<file path="config.mk">
export PLATFORM = sky130hd
export DESIGN_NAME = camera_pixel_fifo
export DESIGN_NICKNAME = d
export VERILOG_FILES = /design/src/rtl/camera_pixel_fifo.sv
export SDC_FILE = /design/constraint.sdc
export NUM_CORES = 1
export LEC_CHECK = 0
export ABC_AREA = 1
export BUFFER_PORTS_ARGS = -buffer_cell sky130_fd_sc_hd__buf_2
export CORE_ASPECT_RATIO = 0.6
export CORE_MARGIN = 2
export CORE_UTILIZATION = 35
export DETAILED_ROUTE_END_ITERATION = 16
export PLACE_DENSITY = 0.52
export SLEW_MARGIN = 20
export SYNTH_ARGS = -nofsm -noshare
export SYNTH_HDL_FRONTEND = slang
export SYNTH_SLANG_ARGS = --single-unit
</file>
<file path="constraint.sdc">
create_clock -name iCameraClock -period 4.2 [get_ports iCameraClock]
set_clock_uncertainty 0.2 [all_clocks]
set_input_delay 0.84 -clock iCameraClock [delete_from_list [all_inputs] [get_ports iCameraClock]]
set_output_delay 0.84 -clock iCameraClock [all_outputs]
set_load 0.03 [all_outputs]
</file>
<file path="src/rtl/camera_pixel_fifo.sv">
// camera_pixel_fifo
//   Buffers decimated camera pixels between the capture front end and the
//   SDRAM writer. It tags each pixel with its SDRAM {row, col} address and
//   tracks frame start, stop and drain.
//
//   Parameters
//     DEPTH    FIFO entries (power of two, >= 4)
//     MAX_ROW  last legal SDRAM row of a frame
//
//   Ports
//     iCameraClock  single clock
//     iReset        asynchronous, active-low reset
//     iState        capture state: 00 halt, 01 start, 10 running, 11 stop
//     iData/iDVal   incoming pixel and its valid strobe
//     oData/oRow/oCol/oFirst/oValid  first-word-fall-through head entry
//     iReady        downstream accepts the head entry this cycle
//     oFrameDone    one-cycle pulse when a stopped frame has fully drained
//     oOverflow     sticky error flag (pixel dropped or start while active)
//     oLevel        entries currently held (0..DEPTH)
//     oDropCount    saturating dropped-pixel count; present only when
//                   CAMFIFO_DROP_CNT_EN is defined
module camera_pixel_fifo #(
    parameter int DEPTH   = 16,
    parameter int MAX_ROW = 1199
) (
    input  logic                     iCameraClock,
    input  logic                     iReset,
    input  logic [1:0]               iState,
    input  logic [11:0]              iData,
    input  logic                     iDVal,
    output logic [11:0]              oData,
    output logic [11:0]              oRow,
    output logic [7:0]               oCol,
    output logic                     oFirst,
    output logic                     oValid,
    input  logic                     iReady,
    output logic                     oFrameDone,
    output logic                     oOverflow,
    output logic [$clog2(DEPTH):0]   oLevel
`ifdef CAMFIFO_DROP_CNT_EN
    ,
    output logic [15:0]              oDropCount
`endif
);

    localparam int          PTR_W     = $clog2(DEPTH);
    localparam logic [1:0]  CMD_START = 2'b01;
    localparam logic [1:0]  CMD_STOP  = 2'b11;
    localparam logic [11:0] LAST_ROW  = 12'(MAX_ROW);
    localparam logic [PTR_W:0] FULL_LEVEL = (PTR_W+1)'(DEPTH);

    typedef enum logic [1:0] {IDLE, ACTIVE, DRAIN} frameState_t;

    typedef struct packed {
        logic [11:0] data;
        logic [11:0] row;
        logic [7:0]  col;
        logic        first;
    } entry_t;

    frameState_t      state, stateNext;
    entry_t           mem [DEPTH];
    entry_t           head;
    logic [PTR_W-1:0] wrPtr, rdPtr;
    logic [PTR_W:0]   level;
    logic [11:0]      row, tagRow;
    logic [7:0]       col, tagCol;
    logic             startFrame, restart, frameDone;
    logic             accept, rowOk, full, push, pop, drop;

    // ---- frame FSM ----
    always_ff @(posedge iCameraClock or negedge iReset) begin
        if (!iReset) state <= IDLE;
        else         state <= stateNext;
    end

    always_comb begin
        stateNext  = state;
        startFrame = 1'b0;
        restart    = 1'b0;
        frameDone  = 1'b0;
        case (state)
            IDLE: begin
                if (iState == CMD_START) begin
                    stateNext  = ACTIVE;
                    startFrame = 1'b1;
                end
            end
            ACTIVE: begin
                if (iState == CMD_STOP)       stateNext = DRAIN;
                else if (iState == CMD_START) restart   = 1'b1;
            end
            DRAIN: begin
                if (level == '0) begin
                    stateNext = IDLE;
                    frameDone = 1'b1;
                end
            end
            default: stateNext = IDLE;
        endcase
    end

    // ---- accept / address tagging ----
    // A start (or restart) cycle tags its own pixel with 0/0, so the address
    // is taken from the cleared value rather than the stale counters.
    always_comb begin
        tagRow = (startFrame || restart) ? 12'd0 : row;
        tagCol = (startFrame || restart) ? 8'd0  : col;
        accept = iDVal && ((state == ACTIVE) || startFrame);
        rowOk  = (tagRow <= LAST_ROW);
        full   = (level == FULL_LEVEL);
        pop    = oValid && iReady;
        push   = accept && rowOk && (!full || pop);
        drop   = accept && !push;
    end

    // Counters freeze once the frame runs past the last row so the row
    // address cannot wrap back into the legal range.
    always_ff @(posedge iCameraClock or negedge iReset) begin
        if (!iReset) begin
            row <= '0;
            col <= '0;
        end else if (accept && rowOk) begin
            col <= tagCol + 8'd1;
            row <= (tagCol == 8'hFF) ? tagRow + 12'd1 : tagRow;
        end else if (startFrame || restart) begin
            row <= '0;
            col <= '0;
        end
    end

    // ---- storage and pointers ----
    always_ff @(posedge iCameraClock) begin
        if (push) mem[wrPtr] <= '{data: iData, row: tagRow, col: tagCol,
                                   first: (tagRow == 12'd0) && (tagCol == 8'd0)};
    end

    always_ff @(posedge iCameraClock or negedge iReset) begin
        if (!iReset) begin
            wrPtr     <= '0;
            rdPtr     <= '0;
            level     <= '0;
            oOverflow <= 1'b0;
        end else begin
            if (push) wrPtr <= wrPtr + 1'b1;
            if (pop)  rdPtr <= rdPtr + 1'b1;
            case ({push, pop})
                2'b10:   level <= level + 1'b1;
                2'b01:   level <= level - 1'b1;
                default: level <= level;
            endcase
            if (drop || restart) oOverflow <= 1'b1;
        end
    end

    // ---- output head ----
    // Storage is not reset; masking with oValid keeps the head fields at 0
    // whenever the FIFO is empty, including straight after reset.
    assign head       = mem[rdPtr];
    assign oValid     = (level != '0);
    assign oLevel     = level;
    assign oData      = oValid ? head.data  : 12'd0;
    assign oRow       = oValid ? head.row   : 12'd0;
    assign oCol       = oValid ? head.col   : 8'd0;
    assign oFirst     = oValid & head.first;
    assign oFrameDone = frameDone;

`ifdef CAMFIFO_DROP_CNT_EN
    function automatic logic [15:0] satInc(input logic [15:0] v);
        return (v == 16'hFFFF) ? v : v + 16'd1;
    endfunction

    always_ff @(posedge iCameraClock or negedge iReset) begin
        if (!iReset)         oDropCount <= '0;
        else if (startFrame) oDropCount <= '0;
        else if (drop)       oDropCount <= satInc(oDropCount);
    end
`endif

endmodule

</file>
==> impl_metrics.ini <==
[timing]
finalHoldViolCount = 0
worst_slew_pin_slew_ns = 0.819
fin_tns_setup_ns = 0
min_clock_period_post_route_ns = 4.01
maxSlewViolCount = 0
max_freq_ghz = 0.250
final.period_utilization_pct = 95.4
setup_viol_count_final = 0
timing.slew.headroom_pct = 45.3
unrepaired_setup_endpoints_after_global_routing = false
postLayoutSetupSlackWorst_ns = 0.195

[die]
io_pins = 59
std_cell_rows = 72
starting_utilization_of_the_core_area_pct = 35.2
floorplan.core_area_um2 = 64100
fp.dieArea_um2 = 66700
chip_height_um = 201
floorplan.die.width_um = 332

[layout]
finish.utilization_pct = 40.5
layout-drive-gt1-share_pct = 14.2
stdcell_count = 2687
layout.nets = 1822
flow.area_growth_from_synthesis_pct = 15.0

[power_and_ir_drop]
p_per_area_nw_per_um2 = 672
vdd.ir_drop.worst_uv = 486
internal_power_uw = 10700
sequentialPowerShare_pct = 38.6
switching_power_uw = 6780
leakagePower_uw = 0.00832
power.combinational.fraction_pct = 35.9
netSwitchingFraction_pct = 38.8
p_clk_share_pct = 25.6

[synth]
synth.area.top_cells = sky130_fd_sc_hd__edfxtp_1 70%, sky130_fd_sc_hd__o21ai_0 6.4%, sky130_fd_sc_hd__nor2_1 5.4%
synth_cell_types = 35
synth_cells = 1721
register_area_share_after_synthesis_pct = 74.1
netlist.top_cell.by_area = sky130_fd_sc_hd__edfxtp_1
mappedNetlistArea_um2 = 22600
synth-warning-count = 0
synth.avg_cell_area_um2 = 13.1
synth.top_cell.area_share_pct = 70.1
synth_fp_nets = 1749
ys_seq_elements = 564

[cts]
cts_hold_repair.buffers = 0
cts_made_buffers = 52
ctsRootBufferMaster = sky130_fd_sc_hd__clkbuf_16
tritoncts = built
cts.reportedPaths.clkPinSlew_ns = 0.07
numClockSinks = 564
h-tree-depth = 2
worst_skew_pair.late_latency_ns = 0.59
clockBufferDepth = 3

[worst_setup_path]
setup.worst_path.start = rdPtr[0]$_DFFE_PN0P_
critical-path-slowest-cell = sky130_fd_sc_hd__dfrtp_4
worst-endpoint-required_ns = 3.16
crit_chain = inv_6 -> buf_12 -> buf_12 -> nor2_1 -> o22ai_1 -> nor2_1 -> nor2_1 -> o21ai_0 -> a21oi_1 -> buf_2
worst-path-buf-inv = 4
start_kind = flip-flop
cp_max_fo = 27
critPathMaxStageDelay_ns = 0.63
critPathCaptureType = output pin
rr_startpoint = state[1]$_DFFE_PN0P_
worst_path_dominant_cell_family = buffers and inverters
cp_common_cell = sky130_fd_sc_hd__nor2_1
path_class = flip-flop to output pin
cp.arrival_ns = 2.97

[min_path]
timing.hold.worst.class = primary input to async pin

[route]
routed_wirelength_um = 59900
drtAntennaViolNets = 0
dr.pass1.iters = 5
iter_0_drt_violations = 1300
post_dr_vias_cell = 5.30
post-route-drc-count = 0
wl_per_cell_um = 22.3
via_count = 14200

[job]
drv.max_cap_violation_count = 0

[place]
buffer_ports.inserted = 58
placed_cells = 2590
detailed_place_hpwl_um = 34900
placement.setup.worst_slack_ns = 0.549
globalplace.congestion = 0.808

[outcome]
outcome = completed

[global_route]
maximum_number_of_pins_on_one_net_before_global_route_repair = 79
grt_first_pass_wirelength_um = 90900
global_route_congestion_overflow_total = 0
grt_usage_pct = 17.9
first_global_vias = 14000
initial_antenna_violation_count = 1
-- worst paths after layout --
kind	to	slack [ns]	cells past startpoint
setup reg to reg	mem[11][10]$_DFFE_PP_	1.11	10
min in group iCameraClock	oOverflow$_DFFE_PN0P_	0.29	2
max in group asynchronous	rdPtr[2]$_DFFE_PN0P_	3.08	2
hold reg to reg	oOverflow$_DFFE_PN0P_	0.29	2
hold / removal	state[1]$_DFFE_PN0P_	0.07	1
setup / recovery	oRow[11]	0.19	10
-- cell families (layout without fill, tap and decap cells) --
family                     count (synthesis)  in the layout  share of synthesized area (%)
muxes                                      2              2                         0.0886
adders and majority gates                 10             10                          0.554
AOI/OAI and AO/OA                        466            466                           12.2
DFF                                      564            564                           74.1
other                                      0              1                              0
buffers and inverters                    165            279                           2.87
and+or+nand+nor                          490            490                           9.20
xor gates and xnor gates                  24             24                          0.930
-- flip-flops by register name, summed over array words and instances, names as in the netlist --
signal and cells:
col 8, mem 528, oLevel 5, oOverflow 1
rdPtr 4, row 12, state 2, wrPtr 4
-- metrics by stage --
step	cell area, µm²	hold WS, ns	power (µW)
4_1_cts	26000	0.0728	17600
2_1_floorplan	22600	0.281	10700
5_1_grt	26000	0.0917	18500
6_report	26000	0.0722	17500
3_5_place_dp	24400	0.283	13200
3_3_place_gp	24400	0.275	13100
-- power by group through the flow --
stage               clock (µW)  combinational, µW  sequential [µW]
floorplan                    0               3940             6780
global placement             0               6250             6870
detailed placement           0               6290             6870
CTS                       4570               6320             6750
global route              4820               6900             6770
finish                    4470               6270             6740
-- cell usage in the layout, fill, tap and decap left out, types with 3 or more instances in the layout --
cell / count
sky130_fd_sc_hd__o21ai_0: 290
sky130_fd_sc_hd__nand2_1: 66
sky130_fd_sc_hd__edfxtp_1: 528
sky130_fd_sc_hd__clkinv_1: 15
sky130_fd_sc_hd__clkbuf_1: 13
sky130_fd_sc_hd__a21oi_1: 33
sky130_fd_sc_hd__buf_2: 58
sky130_fd_sc_hd__o221ai_1: 94
sky130_fd_sc_hd__nand4_1: 8
sky130_fd_sc_hd__buf_12: 18
sky130_fd_sc_hd__ha_1: 10
sky130_fd_sc_hd__buf_4: 54
sky130_fd_sc_hd__nor2_1: 310
sky130_fd_sc_hd__nor2_2: 3
sky130_fd_sc_hd__inv_1: 38
sky130_fd_sc_hd__nor2_4: 16
sky130_fd_sc_hd__clkinv_2: 10
sky130_fd_sc_hd__xor2_1: 24
sky130_fd_sc_hd__nor3_2: 4
sky130_fd_sc_hd__o22ai_1: 38
sky130_fd_sc_hd__clkbuf_16: 52
sky130_fd_sc_hd__inv_2: 12
sky130_fd_sc_hd__nand2_2: 7
sky130_fd_sc_hd__nor3_1: 7
sky130_fd_sc_hd__o21ai_1: 6
sky130_fd_sc_hd__nand3_1: 59
sky130_fd_sc_hd__dfrtp_1: 33
sky130_fd_sc_hd__nand3_2: 4
-- worst reg2reg max path, cell delays in order, from the launching register on --
cell and delay, ns:
sky130_fd_sc_hd__dfrtp_1 0.37, sky130_fd_sc_hd__inv_2 0.09, sky130_fd_sc_hd__nand3_4 0.28, sky130_fd_sc_hd__nand3_2 0.19, sky130_fd_sc_hd__nand2_1 0.09, sky130_fd_sc_hd__nand3_2 0.09, sky130_fd_sc_hd__nand3_4 0.15, sky130_fd_sc_hd__a31oi_4 0.32
sky130_fd_sc_hd__nand2_1 0.33, sky130_fd_sc_hd__nor2_4 0.43, sky130_fd_sc_hd__buf_12 0.24
-- layer usage --
layer	track usage (%)	part of all wire [%]	vias up
met1	27.8	50	7203
met5	0	0	-
met4	3.72	1.5	0
met2	26.5	43	388
li1	-	-	6566
met3	2.79	5.0	72
-- cell usage after synthesis, drive strengths merged --
library cell / count
nor2: 329
o221ai: 94
edfxtp: 528
ha: 10
nor3: 11
nand2: 75
inv: 52
clkbuf: 92
o21ai: 296
xor2: 24
clkinv: 1
a31oi: 2
buf: 20
o22ai: 38
nand3: 65
nand4: 9
nor4: 1
mux2i: 2
a21oi: 34
o211ai: 1
dfrtp: 36
a21boi: 1
-- final cells by class --
| class | count | area [µm²] |
|---|---|---|
| Clock inverter | 29 | 195 |
| Antenna cell | 1 | 2.50 |
| Tap cell | 851 | 1060 |
| Timing Repair Buffer | 131 | 1070 |
| Multi-Input combinational cell | 992 | 5330 |
| Clock buffer | 66 | 1360 |
| Fill cell | 6004 | 38100 |
| Inverter | 53 | 208 |
| Sequential cell | 564 | 16800 |
-- what timing repair did --
| item | CTS | global route |
|---|---|---|
| gates resized for setup | 0 | 2 |
| endpoints found under the hold margin | 0 | 0 |
| setup buffers | 0 | 1 |
| endpoints found under the setup margin | 0 | 4 |
No activity file was read; power rests on OpenSTA's default activity.
